## src/rtl/file_mem_arbiter.sv

```systemverilog
// Shares one single-port file memory among NUM_REQ requesters with a 2-cycle issue/response pipeline.
// Build option: define FILE_MEM_ARB_FIXED_PRIO_EN for fixed lowest-index-wins priority instead of round-robin.
module file_mem_arbiter #(
    parameter int NUM_REQ    = 4,
    parameter int ADDR_BITS  = 32,
    parameter int DATA_BYTES = 8
) (
    input  logic                            clock,
    input  logic                            reset_n,
    input  logic [NUM_REQ-1:0]              req_valid,
    output logic [NUM_REQ-1:0]              req_ready,
    input  logic [NUM_REQ*ADDR_BITS-1:0]    req_addr,
    input  logic [NUM_REQ*DATA_BYTES*8-1:0] req_data,
    input  logic [NUM_REQ-1:0]              req_r_wb,
    output logic [NUM_REQ-1:0]              resp_valid,
    output logic [DATA_BYTES*8-1:0]         resp_data,
    output logic                            mem_req_valid,
    output logic [ADDR_BITS-1:0]            mem_req_addr,
    output logic [DATA_BYTES*8-1:0]         mem_req_data,
    output logic                            mem_req_r_wb,
    input  logic [DATA_BYTES*8-1:0]         mem_resp_data,
    output logic                            busy
);
    localparam int DATA_BITS = DATA_BYTES * 8;
    localparam int IDX_BITS  = (NUM_REQ > 1) ? $clog2(NUM_REQ) : 1;

    typedef logic [IDX_BITS-1:0] idx_t;
    typedef enum logic [1:0] {IDLE, ISSUE, RESP} state_t;

    state_t state, state_next;
    idx_t   owner, winner;
    logic   grant;

    logic [ADDR_BITS-1:0] addr_arr [NUM_REQ];
    logic [DATA_BITS-1:0] data_arr [NUM_REQ];

    for (genvar g = 0; g < NUM_REQ; g++) begin : g_unpack
        assign addr_arr[g] = req_addr[g*ADDR_BITS +: ADDR_BITS];
        assign data_arr[g] = req_data[g*DATA_BITS +: DATA_BITS];
    end

    // A grant is offered whenever the memory port is not mid-strobe, including the RESP cycle.
    assign grant = reset_n && (state != ISSUE) && (|req_valid);

`ifdef FILE_MEM_ARB_FIXED_PRIO_EN
    always_comb begin
        winner = '0;
        for (int i = NUM_REQ - 1; i >= 0; i--) begin
            if (req_valid[idx_t'(i)]) winner = idx_t'(i);
        end
    end
`else
    idx_t rr_ptr;

    always_comb begin : rr_scan
        logic found;
        int   idx;
        // NOTE: every variable assigned in always_comb gets a default first, so no path leaves a latch.
        found  = 1'b0;
        winner = '0;
        idx    = 0;
        for (int i = 1; i <= NUM_REQ; i++) begin
            idx = (int'(rr_ptr) + i) % NUM_REQ;
            if (!found && req_valid[idx_t'(idx)]) begin
                winner = idx_t'(idx);
                found  = 1'b1;
            end
        end
    end

    always_ff @(posedge clock) begin
        if (!reset_n)   rr_ptr <= idx_t'(NUM_REQ - 1);
        else if (grant) rr_ptr <= winner;
    end
`endif

    always_comb begin
        state_next = state;
        unique case (state)
            IDLE:    if (grant) state_next = ISSUE;
            ISSUE:   state_next = RESP;
            RESP:    state_next = grant ? ISSUE : IDLE;
            default: state_next = IDLE;
        endcase
    end

    always_ff @(posedge clock) begin
        // NOTE: sequential state uses non-blocking assignments so every register samples pre-edge values.
        if (!reset_n) begin
            state         <= IDLE;
            owner         <= '0;
            mem_req_valid <= 1'b0;
            mem_req_addr  <= '0;
            mem_req_data  <= '0;
            mem_req_r_wb  <= 1'b0;
        end else begin
            state         <= state_next;
            mem_req_valid <= grant;
            if (grant) begin
                owner        <= winner;
                mem_req_addr <= addr_arr[winner];
                mem_req_data <= data_arr[winner];
                mem_req_r_wb <= req_r_wb[winner];
            end
        end
    end

    assign req_ready  = grant ? (NUM_REQ'(1) << winner) : '0;
    assign resp_valid = (state == RESP) ? (NUM_REQ'(1) << owner) : '0;
    // mem_req_r_wb still describes the owner's access during RESP; a new grant only replaces it at the edge.
    assign resp_data  = ((state == RESP) && mem_req_r_wb) ? mem_resp_data : '0;
    assign busy       = (state != IDLE);

endmodule

```

## config.mk

```make
export PLATFORM = sky130hd
export DESIGN_NAME = file_mem_arbiter
export DESIGN_NICKNAME = d
export VERILOG_FILES = /design/src/rtl/file_mem_arbiter.sv
export SDC_FILE = /design/constraint.sdc
export NUM_CORES = 1
export LEC_CHECK = 0
export CAP_MARGIN = 15
export CORE_AREA = 2 2 242 244
export CTS_CLUSTER_SIZE = 10
export DETAILED_ROUTE_END_ITERATION = 10
export DIE_AREA = 0 0 244 246
export PLACE_DENSITY = 0.41
export SYNTH_ARGS = -nofsm -noshare
export SYNTH_HDL_FRONTEND = slang
export SYNTH_SLANG_ARGS = --single-unit
```

## constraint.sdc

```tcl
create_clock -name clock -period 2.1 [get_ports clock]
set_input_delay 0.42 -clock clock [delete_from_list [all_inputs] [get_ports clock]]
set_output_delay 0.42 -clock clock [all_outputs]
set_load 0.02 [all_outputs]
```

==> results.tsv <==
stage	metric	value	unit
setup_path	Setup crit end kind	output pin	
power	Logic pwr share	0.521	
sta	RSZ-0062 raised after global routing	true	
drt	Iter 0 DRT Violations	502	
clock_network	root buf cell	clkbuf_16	
sta	Worst-Margin Slew	0.687	ns
setup_path	CP required	1.68	ns
grt	Total GRT Usage	0.164	
synthesis	ranking of synthesized cells by area	dfxtp_1 (29%), a211oi_1 (16%), a21oi_1 (13%), a31oi_1 (8.4%), a211oi_2 (6.7%)	
grt	Top Usage Layer GRT	met2	
grt	global routing met3 resource utilization	0.0332	
cells_and_area	layout cells sized above 1	0.171	
grt	initial antenna violation count	2	
sta	FMAX	476	MHz
cells_and_area	Non-Filler Instances	2390	
sta	PnR worst setup slack	-0.00219	ns
placement	Final HPWL DP	39200	microns
power	P_int	5.58	mW
synthesis	Yosys top cell by area	dfxtp_1	
floorplan	Core Footprint	57400	sq um
floorplan	IO Pins	629	
sta	Setup Viol. Count Final	1	
synthesis	Post-synth EDFFs	0	
power	P_leak	6.07	nW
synthesis	syn_nets	1466	
synthesis	sequential fraction of the synthesis area	0.285	
clock_network	clk_lat worst skew	0.40	ns
floorplan	initial core utilization	0.127	
drt	drt wl/cell	22.0	microns
drt	ANT nets after route	0	
grt	GR Util met2	0.300	
grt	largest net degree at the start of global routing	53	
clock_network	CTS Hold Bufs	0	
power	Sw Ratio	0.401	
synthesis	Synth top area share	0.285	
synthesis	Syn Area/Cell	7.24	sq um
placement	Placed Cells	2355	
sta	Final period util	1.00	
sta	Slew Viols, Final	0	
cells_and_area	synth-to-layout area growth	114	%
drt	DR vias	10568	
placement	global placer's final weighted congestion	0.842	
setup_path	Max Fanout on Critical Path	5	
sta	Slew headroom	0.542	
run_status	failing checks	negative setup slack	
floorplan	Chip Width	244	microns
setup_path	type of the worst setup path	primary input to output pin	
grt	total congestion overflow	0	
synthesis	Synth Flop Type	dfxtp_1	
power	power per standard cell area	598	nW/um^2
clock_network	CTS buffer count	9	
clock_network	Bufs on Longest Clock Path	2	
power	Clk pwr share	0.201	
placement	Port Buffer Count	628	
clock_network	H-tree levels	3	
cells_and_area	final net count	2075	
drt	number of vias per cell	4.42	
floorplan	Die Ht	246	microns
synthesis	Syn Std Cell Area	7300	sq um
setup_path	Worst setup SP type	primary input	
worst_hold_path	Hold Crit Class	flip-flop to flip-flop	
setup_path	Arr. time, crit path	1.68	ns
floorplan	Rows	88	
sta	skew final	0.0200	ns
drt	First-pass DRT Iterations	5	
synthesis	total number of yosys warnings	0	
sta	Final Hold Fails	0	
synthesis	Synth Register Bits	104	
clock_network	CTS tree	built	
drt	drt total wl	52700	microns
power	Peak VDD IR	413	uV
grt	wire length of the first global-routing pass	73400	microns
synthesis	Cells after Synth	1008	
clock_network	CTS Sinks	104	
power	Power, Total	9.33	mW
sta	final setup TNS	-0.00219	ns
floorplan	Die Area	60000	sq um
run_status	outcome	complete, but fails checks	
grt	met1 GRT Util	0.186	
power	net load switching power	3.74	mW
sta	post-route minimum period	2.10	ns
clock_network	Clock Pin Slew Worst Setup and Hold Paths	0.07	ns
power	Flop pwr share	0.278	
synthesis	Netlist cell types	32	
drt	# DRC	0	
synthesis	Async S/R FF share, synth	0	
grt	vias in the first global route	10851	
cells_and_area	number of fill cells	6213	
flow_run	maxcap violations	0	
==> routing by layer <==
layer / vias up / part of all wire / wire (microns)
met2: 495 / 0.52 / 27100
met4: 0 / 0.030 / 1580
met3: 54 / 0.065 / 3430
met5: - / 0 / 0
li1: 4933 / - / -
met1: 5086 / 0.39 / 20500
==> critical path, cell delays in order <==
cell             delay (ns)
clkdlybuf4s15_2        0.23
o41ai_2                0.08
buf_4                  0.14
or2_4                  0.25
inv_4                  0.09
nand2_4                0.08
buf_12                 0.14
nor2_4                 0.12
buf_12                 0.12
==> flip-flops by register name, indices dropped and copies added (netlist names) <==
signal,cells
rr_ptr,2
mem_req_valid,1
state,2
mem_req_addr,32
mem_req_data,64
mem_req_r_wb,1
owner,2
==> layout make-up <==
type | count | area (sq um) | area share
antenna | 3 | 7.51 | 0.000481
clock buffer | 12 | 246 | 0.0158
clock inverter | 4 | 35.0 | 0.00225
inverter | 99 | 374 | 0.0240
multi-input combinational | 685 | 4500 | 0.288
sequential | 104 | 2080 | 0.134
tap | 765 | 957 | 0.0614
timing repair buffer | 718 | 7390 | 0.474
==> cells by family (layout without fill, tap and decap cells) <==
group | after synthesis | in the layout | synth area share
flops | 104 | 104 | 0.285
buf+inv | 219 | 833 | 0.130
other cells | 0 | 3 | 0
simple gates | 190 | 190 | 0.127
compound gates | 495 | 495 | 0.458
==> per-stage QoR <==
step | area, sq um | util | setup WS [ns] | hold WS, ns
CTS | 15300 | 0.267 | -0.0495 | 0.416
floorplan | 7310 | - | -0.00560 | 0.417
finish | 15600 | 0.272 | -0.00219 | 0.435
global route | 15600 | 0.272 | -0.0383 | 0.452
detailed placement | 14900 | 0.260 | -0.788 | 0.430
global placement | 14900 | 0.260 | -0.754 | 0.432
==> power groups by stage <==
stage | Clock (mW) | Sequential [mW] | Combinational (mW)
2_1_floorplan | 0 | 3.04 | 1.67
3_3_place_gp | 0 | 2.63 | 4.70
3_5_place_dp | 0 | 2.64 | 4.70
4_1_cts | 1.99 | 2.60 | 4.80
5_1_grt | 2.03 | 2.65 | 5.16
6_report | 1.88 | 2.59 | 4.86
==> cell usage after synthesis, types with 2 or more instances <==
| master | instances |
|---|---|
| a21oi_1 | 185 |
| nand2b_1 | 2 |
| a211oi_2 | 39 |
| a211oi_1 | 155 |
| and3_1 | 66 |
| buf_4 | 13 |
| nor2_1 | 9 |
| nand2_1 | 98 |
| a31oi_1 | 98 |
| o21ai_1 | 2 |
| nand3_1 | 2 |
| or2_2 | 2 |
| a21oi_2 | 10 |
| inv_1 | 98 |
| nor3b_1 | 2 |
| buf_6 | 5 |
| dfxtp_1 | 104 |
| clkbuf_1 | 77 |
| nor2b_1 | 4 |
| o21ai_0 | 2 |
| buf_2 | 24 |
==> final timing paths <==
kind | start | to | slack, ns | cells after the start
max | req_valid[1] | req_ready[2] | -0.002 | 9
min | state[0] | state[0] | 0.44 | 1
max reg2reg | rr_ptr[0] | mem_req_data[38] | 0.10 | 8
min reg2reg | state[0] | state[0] | 0.44 | 1
==> cells in the final DEF (no fill, tap or decap), types with 3 or more instances in the layout <==
master           Yosys  layout
a211oi_1           155     151
a211oi_2            39      43
a21oi_1            185     185
a21oi_2             10      10
a31oi_1             98      98
and3_1              66      42
and3_4               0      24
buf_12               0      32
buf_16               0       5
buf_2               24      13
buf_4               13      91
buf_6                5      20
clkbuf_16            0      13
clkdlybuf4s50_1      0     549
dfxtp_1            104     102
diode_2              0       3
inv_1               98      98
inv_6                0       3
nand2_1             98      98
nor2_1               9       6
==> repair_timing <==
item | in CTS | in global routing
endpoints found under the setup margin | 169 | 78
pin swaps | 5 | 6
gates cloned | 3 | 5
resized for setup | 291 | 40
buffers inserted | 9 | 0
endpoints found under the hold margin | 0 | 0
Note: power is estimated with default switching activity, not from simulation.
